File: config.mk
export PLATFORM = sky130hd
export DESIGN_NAME = wb_wbuf_arbiter_flat
export DESIGN_NICKNAME = d
export VERILOG_FILES = /design/src/rtl/wb_wbuf_arbiter_pkg.sv /design/src/rtl/wb_wbuf_arbiter_if.sv /design/src/rtl/wb_wbuf_rrpick.sv /design/src/rtl/wb_wbuf_arbiter.sv /design/src/flat_wrapper.sv
export SDC_FILE = /design/constraint.sdc
export NUM_CORES = 1
export LEC_CHECK = 0
export ABC_AREA = 1
export BUFFER_PORTS_ARGS = -buffer_cell sky130_fd_sc_hd__buf_2
export CAP_MARGIN = 0
export CORE_AREA = 2 2 121 123
export DETAILED_ROUTE_END_ITERATION = 12
export DIE_AREA = 0 0 123 125
export GPL_TIMING_DRIVEN = 0
export SYNTH_ARGS = -nofsm -noshare
export SYNTH_HDL_FRONTEND = slang
export SYNTH_SLANG_ARGS = --single-unit
File: constraint.sdc
create_clock -name clock -period 1.8 [get_ports clock]
set_clock_uncertainty 0.15 [all_clocks]
set_input_delay 0.09 -clock clock [delete_from_list [all_inputs] [get_ports clock]]
set_output_delay 0.09 -clock clock [all_outputs]
set_load 0.005 [all_outputs]
File: src/rtl/wb_wbuf_arbiter_pkg.sv
// Shared definitions for the two-requester write-buffer arbiter.
// Holds the state encoding and the default burst limit.
package wb_arb_pkg;

  localparam int unsigned MaxBurstDefault = 8;
  localparam int unsigned CntW            = 8;

  typedef enum logic [1:0] {
    StIdle  = 2'd0,
    StGrant = 2'd1,
    StFlush = 2'd2,
    StRead  = 2'd3
  } arb_state_e;

endpackage

File: src/rtl/wb_wbuf_arbiter_if.sv
// Classic Wishbone bus bundle. The master drives the address, write data and
// controls; the slave returns read data and ack.
interface wb_wbuf_arbiter_if;
  logic [31:0] adr;
  logic [31:0] wdat;
  logic [31:0] rdat;
  logic [3:0]  sel;
  logic        cyc;
  logic        stb;
  logic        we;
  logic        ack;

  modport master (output adr, wdat, sel, cyc, stb, we, input rdat, ack);
  modport slave  (input adr, wdat, sel, cyc, stb, we, output rdat, ack);
endinterface

File: src/rtl/wb_wbuf_rrpick.sv
// Round-robin choice between two requesters: 0 selects A, 1 selects B.
// On a tie the requester that did not win last time is picked.
module wb_wbuf_rrpick (
  input  logic reqa,
  input  logic reqb,
  input  logic lastgnt,
  output logic pick
);

  always_comb begin
    pick = 1'b0;
    if (reqa && reqb) begin
      pick = ~lastgnt;
    end else if (reqb) begin
      pick = 1'b1;
    end
  end

endmodule

File: src/rtl/wb_wbuf_arbiter.sv
// Two-requester Wishbone arbiter in front of a write buffer. Writes pass straight
// through; reads first flush the buffer so they never observe stale data.
module wb_wbuf_arbiter
  import wb_arb_pkg::*;
#(
  parameter int unsigned MAXBURST = MaxBurstDefault
) (
  input  logic               clock,
  input  logic               sclr,
  wb_wbuf_arbiter_if.slave   a_if,
  wb_wbuf_arbiter_if.slave   b_if,
  wb_wbuf_arbiter_if.master  m_if,
  output logic               flushreq_o,
  input  logic               flushack_i
);

  localparam logic [CntW-1:0] MaxCnt = CntW'(MAXBURST);

  arb_state_e      r_state, w_state_nxt;
  logic            r_gnt, w_gnt_nxt;
  logic            r_lastgnt, w_lastgnt_nxt;
  logic [CntW-1:0] r_cnt, w_cnt_nxt;
  logic            w_new_grant;
  logic            w_ack;
  logic            w_pick;
  logic            w_reqa, w_reqb, w_other_req;
  logic            w_g_cyc, w_g_stb, w_g_we;
  logic [31:0]     w_g_adr, w_g_dat;
  logic [3:0]      w_g_sel;

  assign w_reqa      = a_if.cyc & a_if.stb;
  assign w_reqb      = b_if.cyc & b_if.stb;
  assign w_other_req = r_gnt ? w_reqa : w_reqb;

  assign w_g_cyc = r_gnt ? b_if.cyc  : a_if.cyc;
  assign w_g_stb = r_gnt ? b_if.stb  : a_if.stb;
  assign w_g_we  = r_gnt ? b_if.we   : a_if.we;
  assign w_g_adr = r_gnt ? b_if.adr  : a_if.adr;
  assign w_g_dat = r_gnt ? b_if.wdat : a_if.wdat;
  assign w_g_sel = r_gnt ? b_if.sel  : a_if.sel;

  wb_wbuf_rrpick u_rrpick (
    .reqa    (w_reqa),
    .reqb    (w_reqb),
    .lastgnt (r_lastgnt),
    .pick    (w_pick)
  );

  always_ff @(posedge clock or posedge sclr) begin
    if (sclr) begin
      r_state   <= StIdle;
      r_gnt     <= 1'b0;
      r_lastgnt <= 1'b1;
      r_cnt     <= '0;
    end else begin
      r_state   <= w_state_nxt;
      r_gnt     <= w_gnt_nxt;
      r_lastgnt <= w_lastgnt_nxt;
      r_cnt     <= w_cnt_nxt;
    end
  end

  always_comb begin
    w_state_nxt   = r_state;
    w_gnt_nxt     = r_gnt;
    w_lastgnt_nxt = r_lastgnt;
    w_new_grant   = 1'b0;
    w_ack         = 1'b0;
    flushreq_o    = 1'b0;
    m_if.adr      = a_if.adr;
    m_if.wdat     = a_if.wdat;
    m_if.sel      = a_if.sel;
    m_if.cyc      = 1'b0;
    m_if.stb      = 1'b0;
    m_if.we       = 1'b0;

    unique case (r_state)
      StIdle: begin
        if (w_reqa || w_reqb) begin
          w_state_nxt   = StGrant;
          w_gnt_nxt     = w_pick;
          w_lastgnt_nxt = w_pick;
          w_new_grant   = 1'b1;
        end
      end
      StGrant: begin
        m_if.adr  = w_g_adr;
        m_if.wdat = w_g_dat;
        m_if.sel  = w_g_sel;
        m_if.cyc  = w_g_cyc;
        m_if.we   = w_g_cyc & w_g_we;
        if (!w_g_cyc) begin
          w_state_nxt = StIdle;
        end else if (r_cnt == MaxCnt && w_other_req) begin
          // Burst used up while the other side waits: stall and re-arbitrate.
          w_state_nxt = StIdle;
        end else if (w_g_stb && !w_g_we) begin
          w_state_nxt = StFlush;
        end else begin
          m_if.stb = w_g_stb;
          w_ack    = w_g_stb & m_if.ack;
        end
      end
      StFlush: begin
        m_if.adr   = w_g_adr;
        m_if.wdat  = w_g_dat;
        m_if.sel   = w_g_sel;
        m_if.cyc   = w_g_cyc;
        m_if.we    = w_g_cyc & w_g_we;
        flushreq_o = w_g_cyc;
        if (!w_g_cyc) begin
          w_state_nxt = StIdle;
        end else if (flushack_i) begin
          w_state_nxt = StRead;
        end
      end
      StRead: begin
        m_if.adr   = w_g_adr;
        m_if.wdat  = w_g_dat;
        m_if.sel   = w_g_sel;
        m_if.cyc   = w_g_cyc;
        m_if.stb   = w_g_cyc & w_g_stb;
        m_if.we    = w_g_cyc & w_g_we;
        flushreq_o = w_g_cyc;
        w_ack      = w_g_cyc & w_g_stb & m_if.ack;
        if (!w_g_cyc) begin
          w_state_nxt = StIdle;
        end else if (m_if.ack) begin
          w_state_nxt = StGrant;
        end
      end
      default: begin
        w_state_nxt = StIdle;
      end
    endcase

    w_cnt_nxt = r_cnt;
    if (w_new_grant) begin
      w_cnt_nxt = '0;
    end else if (w_ack && r_cnt != MaxCnt) begin
      w_cnt_nxt = r_cnt + CntW'(1);
    end
  end

  assign a_if.ack  = w_ack & ~r_gnt;
  assign b_if.ack  = w_ack & r_gnt;
  assign a_if.rdat = m_if.rdat;
  assign b_if.rdat = m_if.rdat;

endmodule
File: src/flat_wrapper.sv
// flat-port wrapper written by rule: the top's interface ports become plain ports
module wb_wbuf_arbiter_flat import wb_arb_pkg::*;
#(
  parameter int unsigned MAXBURST = MaxBurstDefault
)
  (clock, sclr, flushreq_o, flushack_i, a_if_adr, a_if_wdat, a_if_sel, a_if_cyc, a_if_stb, a_if_we, a_if_rdat, a_if_ack, b_if_adr, b_if_wdat, b_if_sel, b_if_cyc, b_if_stb, b_if_we, b_if_rdat, b_if_ack, m_if_adr, m_if_wdat, m_if_sel, m_if_cyc, m_if_stb, m_if_we, m_if_rdat, m_if_ack);
  wb_wbuf_arbiter_if a_if_i ();
  wb_wbuf_arbiter_if b_if_i ();
  wb_wbuf_arbiter_if m_if_i ();
  input  logic clock;
  input  logic sclr;
  output logic flushreq_o;
  input  logic flushack_i;
  input wire logic [$bits(a_if_i.adr)-1:0] a_if_adr;
  input wire logic [$bits(a_if_i.wdat)-1:0] a_if_wdat;
  input wire logic [$bits(a_if_i.sel)-1:0] a_if_sel;
  input wire logic [$bits(a_if_i.cyc)-1:0] a_if_cyc;
  input wire logic [$bits(a_if_i.stb)-1:0] a_if_stb;
  input wire logic [$bits(a_if_i.we)-1:0] a_if_we;
  output wire logic [$bits(a_if_i.rdat)-1:0] a_if_rdat;
  output wire logic [$bits(a_if_i.ack)-1:0] a_if_ack;
  input wire logic [$bits(b_if_i.adr)-1:0] b_if_adr;
  input wire logic [$bits(b_if_i.wdat)-1:0] b_if_wdat;
  input wire logic [$bits(b_if_i.sel)-1:0] b_if_sel;
  input wire logic [$bits(b_if_i.cyc)-1:0] b_if_cyc;
  input wire logic [$bits(b_if_i.stb)-1:0] b_if_stb;
  input wire logic [$bits(b_if_i.we)-1:0] b_if_we;
  output wire logic [$bits(b_if_i.rdat)-1:0] b_if_rdat;
  output wire logic [$bits(b_if_i.ack)-1:0] b_if_ack;
  output wire logic [$bits(m_if_i.adr)-1:0] m_if_adr;
  output wire logic [$bits(m_if_i.wdat)-1:0] m_if_wdat;
  output wire logic [$bits(m_if_i.sel)-1:0] m_if_sel;
  output wire logic [$bits(m_if_i.cyc)-1:0] m_if_cyc;
  output wire logic [$bits(m_if_i.stb)-1:0] m_if_stb;
  output wire logic [$bits(m_if_i.we)-1:0] m_if_we;
  input wire logic [$bits(m_if_i.rdat)-1:0] m_if_rdat;
  input wire logic [$bits(m_if_i.ack)-1:0] m_if_ack;
  assign a_if_i.adr = a_if_adr;
  assign a_if_i.wdat = a_if_wdat;
  assign a_if_i.sel = a_if_sel;
  assign a_if_i.cyc = a_if_cyc;
  assign a_if_i.stb = a_if_stb;
  assign a_if_i.we = a_if_we;
  assign a_if_rdat = a_if_i.rdat;
  assign a_if_ack = a_if_i.ack;
  assign b_if_i.adr = b_if_adr;
  assign b_if_i.wdat = b_if_wdat;
  assign b_if_i.sel = b_if_sel;
  assign b_if_i.cyc = b_if_cyc;
  assign b_if_i.stb = b_if_stb;
  assign b_if_i.we = b_if_we;
  assign b_if_rdat = b_if_i.rdat;
  assign b_if_ack = b_if_i.ack;
  assign m_if_adr = m_if_i.adr;
  assign m_if_wdat = m_if_i.wdat;
  assign m_if_sel = m_if_i.sel;
  assign m_if_cyc = m_if_i.cyc;
  assign m_if_stb = m_if_i.stb;
  assign m_if_we = m_if_i.we;
  assign m_if_i.rdat = m_if_rdat;
  assign m_if_i.ack = m_if_ack;
  wb_wbuf_arbiter #(.MAXBURST(MAXBURST)) u_core (.clock(clock), .sclr(sclr), .a_if(a_if_i), .b_if(b_if_i), .m_if(m_if_i), .flushreq_o(flushreq_o), .flushack_i(flushack_i));
endmodule
==> summary.md <==
| Metric | Value |
|---|---|
| Crit Path Max Fanout | 10 |
| Failing checks | setup timing |
| Synth warn | 0 |
| Min cycle time layout | 1.93 ns |
| Clk buf depth | 2 |
| Area of placed instances | 0.00395 mm² |
| VDD IR max | 0.00102 V |
| Slew @ Worst Pin | 0.487 ns |
| Relative slew slack | 67.5% |
| Residual DRC | 0 |
| Sw power | 1890 µW |
| Area Growth Syn to Fin | 110% |
| Crit path arrival time | 1.69 ns |
| F_max | 518 MHz |
| Vias in the first global route | 2,820 |
| Min-delay src | m_if_ack |
| Number of antenna violations at the first check in global routing | 8 |
| Antenna Cells | 0 |
| CP Data Required Time | 1.56 ns |
| Worst Hold Class | input pin to register |
| Clock Latency Late Sink | 0.24 ns |
| Worst r2r path cells | 12 |
| Placer Congestion | 0.832 |
| Internal Pwr Total | 3220 µW |
| Number of max-cap violations | 0 |
| Top Ports | 316 |
| Global-route wire length before repair | 16,700 µm |
| Chip height | 125 µm |
| Setup TNS | -6.00 ns |
| Hold depth | 4 |
| Drt initial violations | 71 |
| Hold-critical path endpoint | u_core.r_state[1] |
| Sequential Power Share | 8.2% |
| Wire per inst | 16.5 µm |
| Setup crit end kind | primary output |
| Avg Cell Area, Syn | 8.41 µm² |
| CTS tree | yes |
| Final hold vios | 0 |
| CTS clock-pin slew for the worst setup and hold paths | 0.04 ns |
| Switch share | 37.0% |
| DRT Pass-1 Iters | 4 |
| FF-to-FF Start | u_core.r_cnt[0] |
| Crit. Startpoint | u_core.r_state[1] |
| Sequential element share of the synthesized area | 13.1% |
| Die area | 0.0154 mm² |
| DP Wirelength | 10,400 µm |
| Row Count | 44 |
| Tot GR Track Use | 14.5% |
| Post-Route WL | 12,700 µm |
| Vias/cell | 3.89 |
| Net Count, Synth | 454 |
| Status | finished, violations left |
| Final instance area | 0.00484 mm² |
| ANT nets after route | 0 |
| Final worst-path cycle share | 107% |
| Pwr/cell area | 1060 mW/mm² |
| Crit Path Class | register to primary output |
| Setup ws final | -0.132 ns |
| Initial Util | 16.2% |
| R2R Setup Slk | 0.05 ns |
| Worst r2r dst | u_core.r_cnt[0] |
| Largest net degree at the start of global routing | 13 |
| Root buf cell | clkbuf_16 |
| Share of post-route cells with drive strength above 1 | 81.8% |
| Logic pwr share | 82.9% |
| Slew Limit Fails | 0 |
| CTS sink count | 12 |
| Via count | 3,003 |
| Htree depth | 1 |
| Cell Area, Synth | 0.00230 mm² |
| Core footprint | 0.0142 mm² |
| Die X-Extent | 123 µm |
| Nets | 768 |
| Unrepaired setup endpoints after global routing | yes |
| Grt ovf | 0 |
| Clk network pwr share | 8.8% |
| Synthesis-stage register bit count | 12 |
| CTS Buf Count | 3 |
| Leak | 0.00280 µW |
| Mapped Cells | 274 |
| Port buffer count | 283 |
| Post-synthesis cell type count | 31 |
| Worst Setup Start Kind | register |
| Final setup violation count | 70 |
[critical path, cell delays in order (launching register included)]
cell,delay [ns]
dfrtp_1,0.41
nor2_4,0.16
inv_4,0.06
nand2_8,0.10
buf_12,0.13
buf_12,0.14
mux2_4,0.32
buf_6,0.12
[state kept, by name (all words and copies together), names as in the netlist]
signal            cells
u_core.r_cnt          8
u_core.r_gnt          1
u_core.r_lastgnt      1
u_core.r_state        2
[layout by cell type (no fill, tap or decap), types with 4 or more instances in the layout]
cell,count
buf_2,236
buf_4,81
buf_6,52
mux2_4,48
nand2_1,25
inv_1,20
mux2_2,20
nor2_1,14
nand3_1,14
dfrtp_1,10
nand2_2,8
nand4_1,6
buf_12,6
o21ai_0,4
nand3_2,4
nor3_1,4
[final cells by class]
cell class,count,area [µm²]
Fill cell,1500,9370
Multi-Input combinational cell,168,1540
Sequential cell,12,303
Buffer,72,604
Tap cell,184,230
Timing Repair Buffer,308,1990
Inverter,23,88.8
Clock buffer,4,88.8
[metrics by stage]
step / hold slack (ns) / power (µW) / instances / setup slack [ns] / utilization (%)
floorplan: -0.196 / 2160 / 274 / 0.242 / -
global placement: -0.0122 / 3290 / 741 / -0.134 / 27.8
CTS: 0.0374 / 4950 / 760 / -0.139 / 33.1
finish: 0.0463 / 5120 / 771 / -0.132 / 34.0
detailed placement: -0.00882 / 3280 / 741 / -0.120 / 27.8
global route: 0.0796 / 5460 / 771 / -0.195 / 34.0
[power by group through the flow]
stage                     sequential (µW)  clock, µW  combinational [µW]
after floorplan                       419          0                1740
after global placement                435          0                2860
after detailed placement              435          0                2850
after CTS                             418        462                4070
after global routing                  431        482                4540
final                                 421        453                4240
[repair_timing]
item,in CTS,in global routing
gates resized for setup,98,16
endpoints found under the setup margin,72,78
pin swaps,3,13
hold endpoints to repair,11,0
setup buffers,11,10
cloned,3,1
hold buffers,1,0
[worst max-delay path by stage]
stage,end,slack (ns)
5_1_grt,m_if_adr[14],-0.19
6_report,m_if_adr[27],-0.13
3_3_place_gp,m_if_adr[25],-0.13
4_1_cts,m_if_adr[25],-0.14
3_5_place_dp,m_if_adr[25],-0.12
2_1_floorplan,m_if_adr[10],0.24
[cell usage after synthesis, drive strengths merged]
| library cell | n | area, µm² |
|---|---|---|
| ha | 2 | 25.0 |
| buf | 72 | 546 |
| xnor2 | 1 | 8.76 |
| nor3 | 4 | 20.0 |
| nor2 | 20 | 92.6 |
| and3 | 1 | 6.26 |
| mux2 | 68 | 841 |
| a21boi | 1 | 7.51 |
| dfrtp | 11 | 275 |
| xor2 | 2 | 17.5 |
| inv | 23 | 88.8 |
| nand2 | 36 | 155 |
| a31oi | 1 | 6.26 |
| a21oi | 1 | 5.00 |
| nand3 | 18 | 113 |
| nand4 | 6 | 37.5 |
| o21ai | 6 | 33.8 |
| dfstp | 1 | 26.3 |
[layer usage]
metal	vias to the layer above	global-route usage, %	part of all wire, %
met1	1329	18.9	41
met5	-	0	0.30
met3	12	6.30	13
met4	6	1.47	0.88
li1	1475	-	-
met2	181	23.0	44
[kinds of logic (layout without fill, tap and decap cells)]
logic type / after synthesis / in the layout / share of synthesized area [%]
multiplexers: 68 / 68 / 36.5
flip-flops: 12 / 12 / 13.1
AO/OA/AOI/OAI: 9 / 9 / 2.28
AND/OR/NAND/NOR: 85 / 86 / 18.4
XOR/XNOR: 3 / 3 / 1.14
adder cells (fa/ha/maj): 2 / 2 / 1.09
buffers and inverters: 95 / 407 / 27.5
No activity file was read; power rests on OpenSTA's default activity.
